[src/rtl/mem_port_arbiter.sv]
// ============================================================================
// Module   : mem_port_arbiter
// Brief    : Shares one memory bus between instruction fetch and data access,
//            generating byte strobes and reporting misaligned/timeout faults.
// Revision : 1.0 - initial release
// ============================================================================
`default_nettype none

module mem_port_arbiter #(
    parameter int ADDR_W  = 32,
    parameter int TIMEOUT = 255,
    parameter int CNT_W   = 8
) (
    input  logic              i_clk,
    input  logic              i_rst,
    // instruction fetch port
    input  logic              i_if_req,
    input  logic [ADDR_W-1:0] i_if_addr,
    output logic              o_if_done,
    output logic [31:0]       o_if_rdata,
    output logic              o_if_stall,
    // data access port
    input  logic              i_mem_req,
    input  logic              i_mem_write,
    input  logic [1:0]        i_mem_size,
    input  logic [ADDR_W-1:0] i_mem_addr,
    input  logic [31:0]       i_mem_wdata,
    output logic              o_mem_done,
    output logic [31:0]       o_mem_rdata,
    output logic              o_mem_stall,
    // fault reporting
    output logic              o_fault,
    output logic [1:0]        o_fault_cause,
    // memory bus
    output logic              o_bus_req,
    output logic              o_bus_write,
    output logic [ADDR_W-1:0] o_bus_addr,
    output logic [3:0]        o_bus_wstrb,
    output logic [31:0]       o_bus_wdata,
    input  logic              i_bus_ready,
    input  logic [31:0]       i_bus_rdata
);

    localparam logic [1:0] c_st_idle     = 2'd0;
    localparam logic [1:0] c_st_if_busy  = 2'd1;
    localparam logic [1:0] c_st_mem_busy = 2'd2;
    localparam logic [1:0] c_st_resp     = 2'd3;

    localparam logic [1:0] c_cause_none     = 2'b00;
    localparam logic [1:0] c_cause_misalign = 2'b01;
    localparam logic [1:0] c_cause_timeout  = 2'b10;

    localparam logic [1:0] c_size_byte = 2'b00;
    localparam logic [1:0] c_size_half = 2'b01;
    localparam logic [1:0] c_size_word = 2'b10;

    localparam logic [CNT_W-1:0] c_timeout_last = CNT_W'(TIMEOUT - 1);
    localparam logic [CNT_W-1:0] c_cnt_one      = CNT_W'(1);

    // registered state and outputs
    logic [1:0]        r_state;
    logic [CNT_W-1:0]  r_cnt;
    logic              r_if_done;
    logic              r_mem_done;
    logic [31:0]       r_if_rdata;
    logic [31:0]       r_mem_rdata;
    logic              r_fault;
    logic [1:0]        r_cause;
    logic              r_bus_req;
    logic              r_bus_write;
    logic [ADDR_W-1:0] r_bus_addr;
    logic [3:0]        r_bus_wstrb;
    logic [31:0]       r_bus_wdata;

    // next-state values
    logic [1:0]        w_state_nxt;
    logic [CNT_W-1:0]  w_cnt_nxt;
    logic              w_if_done_nxt;
    logic              w_mem_done_nxt;
    logic [31:0]       w_if_rdata_nxt;
    logic [31:0]       w_mem_rdata_nxt;
    logic              w_fault_nxt;
    logic [1:0]        w_cause_nxt;
    logic              w_bus_req_nxt;
    logic              w_bus_write_nxt;
    logic [ADDR_W-1:0] w_bus_addr_nxt;
    logic [3:0]        w_bus_wstrb_nxt;
    logic [31:0]       w_bus_wdata_nxt;

    // request decode
    logic              w_mem_misaligned;
    logic [3:0]        w_mem_strb;
    logic [31:0]       w_mem_lanes;
    logic [ADDR_W-1:0] w_mem_addr_word;
    logic [ADDR_W-1:0] w_if_addr_word;
    logic              w_unused_if_lsb;

    assign w_mem_addr_word = {i_mem_addr[ADDR_W-1:2], 2'b00};
    assign w_if_addr_word  = {i_if_addr[ADDR_W-1:2], 2'b00};
    assign w_unused_if_lsb = ^i_if_addr[1:0];

    assign w_mem_misaligned = ((i_mem_size == c_size_half) && i_mem_addr[0])
                           || ((i_mem_size == c_size_word) && (i_mem_addr[1:0] != 2'b00))
                           || (i_mem_size == 2'b11);

    // Store data is replicated across every lane so the slave can pick any
    // enabled byte without knowing the access size.
    always_comb begin
        w_mem_strb  = 4'b0000;
        w_mem_lanes = i_mem_wdata;
        case (i_mem_size)
            c_size_byte: begin
                w_mem_strb  = 4'b0001 << i_mem_addr[1:0];
                w_mem_lanes = {4{i_mem_wdata[7:0]}};
            end
            c_size_half: begin
                w_mem_strb  = i_mem_addr[1] ? 4'b1100 : 4'b0011;
                w_mem_lanes = {2{i_mem_wdata[15:0]}};
            end
            c_size_word: begin
                w_mem_strb  = 4'b1111;
                w_mem_lanes = i_mem_wdata;
            end
            default: begin
                w_mem_strb  = 4'b0000;
                w_mem_lanes = i_mem_wdata;
            end
        endcase
        if (!i_mem_write) begin
            w_mem_strb = 4'b0000;
        end
    end

    always_comb begin
        w_state_nxt     = r_state;
        w_cnt_nxt       = r_cnt;
        w_if_done_nxt   = 1'b0;
        w_mem_done_nxt  = 1'b0;
        w_if_rdata_nxt  = r_if_rdata;
        w_mem_rdata_nxt = r_mem_rdata;
        w_fault_nxt     = 1'b0;
        w_cause_nxt     = c_cause_none;
        w_bus_req_nxt   = r_bus_req;
        w_bus_write_nxt = r_bus_write;
        w_bus_addr_nxt  = r_bus_addr;
        w_bus_wstrb_nxt = r_bus_wstrb;
        w_bus_wdata_nxt = r_bus_wdata;

        case (r_state)
            c_st_idle: begin
                // Data side wins; a misaligned access never reaches the bus.
                if (i_mem_req && w_mem_misaligned) begin
                    w_state_nxt    = c_st_resp;
                    w_mem_done_nxt = 1'b1;
                    w_fault_nxt    = 1'b1;
                    w_cause_nxt    = c_cause_misalign;
                end else if (i_mem_req) begin
                    w_state_nxt     = c_st_mem_busy;
                    w_cnt_nxt       = '0;
                    w_bus_req_nxt   = 1'b1;
                    w_bus_write_nxt = i_mem_write;
                    w_bus_addr_nxt  = w_mem_addr_word;
                    w_bus_wstrb_nxt = w_mem_strb;
                    w_bus_wdata_nxt = w_mem_lanes;
                end else if (i_if_req) begin
                    w_state_nxt     = c_st_if_busy;
                    w_cnt_nxt       = '0;
                    w_bus_req_nxt   = 1'b1;
                    w_bus_write_nxt = 1'b0;
                    w_bus_addr_nxt  = w_if_addr_word;
                    w_bus_wstrb_nxt = 4'b0000;
                    w_bus_wdata_nxt = 32'h0000_0000;
                end
            end

            c_st_if_busy, c_st_mem_busy: begin
                if (i_bus_ready) begin
                    w_state_nxt   = c_st_resp;
                    w_bus_req_nxt = 1'b0;
                    if (r_state == c_st_if_busy) begin
                        w_if_done_nxt  = 1'b1;
                        w_if_rdata_nxt = i_bus_rdata;
                    end else begin
                        w_mem_done_nxt  = 1'b1;
                        w_mem_rdata_nxt = i_bus_rdata;
                    end
                end else if (r_cnt == c_timeout_last) begin
                    w_state_nxt   = c_st_resp;
                    w_bus_req_nxt = 1'b0;
                    w_fault_nxt   = 1'b1;
                    w_cause_nxt   = c_cause_timeout;
                    if (r_state == c_st_if_busy) begin
                        w_if_done_nxt = 1'b1;
                    end else begin
                        w_mem_done_nxt = 1'b1;
                    end
                end else begin
                    w_cnt_nxt = r_cnt + c_cnt_one;
                end
            end

            c_st_resp: begin
                // Done pulse is visible this cycle; grant again only from IDLE.
                w_state_nxt = c_st_idle;
            end

            default: begin
                w_state_nxt = c_st_idle;
            end
        endcase
    end

    always_ff @(posedge i_clk) begin
        if (i_rst) begin
            r_state     <= c_st_idle;
            r_cnt       <= '0;
            r_if_done   <= 1'b0;
            r_mem_done  <= 1'b0;
            r_if_rdata  <= 32'h0000_0000;
            r_mem_rdata <= 32'h0000_0000;
            r_fault     <= 1'b0;
            r_cause     <= c_cause_none;
            r_bus_req   <= 1'b0;
            r_bus_write <= 1'b0;
            r_bus_addr  <= '0;
            r_bus_wstrb <= 4'b0000;
            r_bus_wdata <= 32'h0000_0000;
        end else begin
            r_state     <= w_state_nxt;
            r_cnt       <= w_cnt_nxt;
            r_if_done   <= w_if_done_nxt;
            r_mem_done  <= w_mem_done_nxt;
            r_if_rdata  <= w_if_rdata_nxt;
            r_mem_rdata <= w_mem_rdata_nxt;
            r_fault     <= w_fault_nxt;
            r_cause     <= w_cause_nxt;
            r_bus_req   <= w_bus_req_nxt;
            r_bus_write <= w_bus_write_nxt;
            r_bus_addr  <= w_bus_addr_nxt;
            r_bus_wstrb <= w_bus_wstrb_nxt;
            r_bus_wdata <= w_bus_wdata_nxt;
        end
    end

    assign o_if_done     = r_if_done;
    assign o_if_rdata    = r_if_rdata;
    assign o_mem_done    = r_mem_done;
    assign o_mem_rdata   = r_mem_rdata;
    assign o_fault       = r_fault;
    assign o_fault_cause = r_cause;
    assign o_bus_req     = r_bus_req;
    assign o_bus_write   = r_bus_write;
    assign o_bus_addr    = r_bus_addr;
    assign o_bus_wstrb   = r_bus_wstrb;
    assign o_bus_wdata   = r_bus_wdata;

    // Stalls release in the same cycle the done pulse appears.
    assign o_if_stall  = i_if_req  & ~r_if_done;
    assign o_mem_stall = i_mem_req & ~r_mem_done;

endmodule

`default_nettype wire

[config.mk]
export PLATFORM = sky130hd
export DESIGN_NAME = mem_port_arbiter
export DESIGN_NICKNAME = d
export VERILOG_FILES = /design/src/rtl/mem_port_arbiter.sv
export SDC_FILE = /design/constraint.sdc
export NUM_CORES = 1
export LEC_CHECK = 0
export CAP_MARGIN = 5
export CORE_MARGIN = 5
export CORE_UTILIZATION = 45
export CTS_CLUSTER_DIAMETER = 80
export CTS_CLUSTER_SIZE = 8
export DETAILED_ROUTE_END_ITERATION = 8
export GPL_TIMING_DRIVEN = 0
export PLACE_DENSITY = 0.92
export SYNTH_ARGS = -nofsm -noshare
export SYNTH_HDL_FRONTEND = slang
export SYNTH_SLANG_ARGS = --single-unit
[constraint.sdc]
create_clock -name i_clk -period 3.4 [get_ports i_clk]
set_input_delay 0.68 -clock i_clk [delete_from_list [all_inputs] [get_ports i_clk]]
set_output_delay 0.68 -clock i_clk [all_outputs]
set_load 0.01 [all_outputs]
==> results.cfg, run 1 <==
[timing]
setup_tns_ps = 0
min_period_ps = 2920
maxSlewHeadroom_pct = 58.7
slew_violations = 0
setup_violations = 0
fmax_mhz = 343
hold_violations = 0
worst_pin_slew_ps = 620
grt_setup_unrepaired = no
fin_crit_sh_pct = 85.8
skew_ps = 9.11

[critical_path]
rr_worst_depth = 7
cp.required_ps = 2720
start_kind = input port
rr_endpoint = o_mem_rdata[9]
crit_start = i_mem_req
arrival_ps = 2240
worst-r2r-setup-slack_ps = 1230
cp-end-kind = primary output
reg2reg_from = r_state[0]
crit_end = o_mem_stall
worstPathMaxFanout = 10
critPathKind = input port to primary output

[clocking]
cts_tree = yes
post_cts_buffers = 0
clkSinkCount = 147
cts_made_buffers = 17
clk_latency_ps = 420
cts_root_buf = clkbuf_16
post_cts_resize_count = 0
path_clk_slew_ps = 60
max-clock-path-buffers = 2
htree_levels = 4
ctsHoldBuffers = 0

[detailed_routing]
wl_microns = 21500
wl_per_cell_microns = 17.8
postRouteAntennaNets = 0
vias_per_cell = 5.42
drt_iter0_drc = 375
drc = 0
first_pass_iters = 6
vias = 6565

[power]
switchingPower_mw = 2.16
powerDensity_nw_per_um2 = 675
p_sw_share_pct = 32.7
cell_internal_pwr_mw = 4.44
pwr-share-comb_pct = 35.6
clkPwrFrac_pct = 30.4
ir_drop_uv = 374
pwr-share-seq_pct = 34.0
total_power_mw = 6.59
leakage_nw = 3.58

[layout]
syn2layout_area_growth_pct = 57.3
fin_util_pct = 71.2
final_cell_mix = clkdlybuf4s50_1 (269), nand2_1 (160), dfxtp_1 (147)
n_antenna_cell = 0
nets = 1159
drive_above_1_share_pct = 8.34
final_common_cell = clkdlybuf4s50_1

[die]
die-area_sq_um = 16200
dieHeight_microns = 127
io_pins = 277
die_x_microns = 127
rows = 43
initial_core_util_pct = 45.2
core_sq_um = 13700

[logic_synthesis]
ys_seq_elements = 147
ys_async_sr_fraction_pct = 0
netlist_top_cells_area = dfxtp_1 (47%), nand2_1 (9.7%), a21oi_1 (8.0%)
postSynthCellCount = 729
synth_area_leader_cell = dfxtp_1
syn_area_per_cell_sq_um = 8.51
synth_seq_area_share_pct = 47.4
synthFlopType = dfxtp_1
synth_edf_count = 0
syn_area_sq_um = 6210
synth_cell_types = 58
yosysTopAreaCellShare_pct = 47.4
ys.warnings.count = 0

[global_routing]
grt_pass1_wl_microns = 32900
grt_use_total_pct = 25.6
grt_max_degree = 17
grt_pass1_vias = 6448
antenna_found_initial = 0
grt_overflow_total = 0

[min_path]
min_from = o_bus_wdata[27]
hold_depth = 2
hp-class = register to register

[placement]
hpwl_microns = 15800
portBuffers = 269
place.gp.congestion = 0.906

[job]
cap_violations = 0

[status]
status = finished, final reports clean
## final cells by class
cell class,instances,area (sq um)
Fill cell,1023,3960
Multi-Input combinational cell,515,2950
Sequential cell,147,2940
Timing Repair Buffer,269,2690
Clock buffer,20,457
Buffer,59,287
Tap cell,180,225
Clock inverter,12,179
Inverter,9,33.8
## worst min path at each step
stage	end	slack [ps]
after floorplan	r_cnt[6]	460
after global placement	o_bus_wdata[18]	440
after detailed placement	o_bus_wdata[18]	440
after CTS	o_bus_wdata[18]	450
after global routing	o_mem_rdata[31]	470
final	o_bus_wdata[27]	450
## state kept, by name, indices dropped and copies added, names as in the netlist
register	flops
o_bus_addr	30
o_bus_req	1
o_bus_wdata	32
o_bus_write	1
o_bus_wstrb	4
o_fault	1
o_fault_cause	2
o_if_done	1
o_if_rdata	32
o_mem_done	1
o_mem_rdata	32
r_cnt	8
r_state	2
## power by group through the flow
stage,Sequential (mW),Combinational [mW],Clock (mW)
finish,2.24,2.35,2.01
global route,2.27,2.53,2.11
CTS,2.24,2.34,2.02
detailed placement,2.27,2.32,0
global placement,2.25,2.28,0
floorplan,2.40,1.03,0
## layer usage
layer	up-vias	GRT usage [%]	wire, microns
li1	3084	-	-
met3	65	6.15	1600
met1	3102	29.0	8240
met2	314	44.7	10800
met5	-	0	0
met4	0	12.8	903
## synth_stat cells (all sizes together), types with 3 or more instances
library cell,number
mux2i,30
dfxtp,147
a22oi,9
inv,9
and3,3
a21oi,100
mux2,16
nand2,160
nand2b,20
buf,26
a211oi,31
a21o,3
nor2,46
a311oi,3
nor3,3
ha,5
clkbuf,33
nand3,29
and2,3
o21a,8
o211ai,5
o21ai,6
## cell families after synthesis
family / count (synthesis) / share of synthesized area, %
AOI/OAI and AO/OA: 183 / 18.9
adders and majority gates: 5 / 1.01
buffers and inverters: 68 / 5.16
DFF: 147 / 47.4
muxes: 46 / 7.74
other: 1 / 0.0604
and+or+nand+nor: 279 / 19.7
## critical path, cell delays in order
cell	delay, ps
buf_2	170
buf_4	240
buf_1	400
nor2b_1	200
clkdlybuf4s50_1	550
## through the flow
step           std cells  setup WS, ps  hold slack, ps  cell area (sq um)
2_1_floorplan        730          1190             464               6210
3_3_place_gp        1179           508             439               9130
3_5_place_dp        1179           484             443               9130
4_1_cts             1211           477             451               9760
5_1_grt             1211           419             470               9760
6_report            1211           484             449               9760
Power figures use the tool's default switching activity.
==> run 2, diff against run 1 <==
Settings changed: CTS_CLUSTER_DIAMETER 80 to not set.
==> results of run 2 <==
No change in the layout: final DEF, timing and power equal those of run 1.
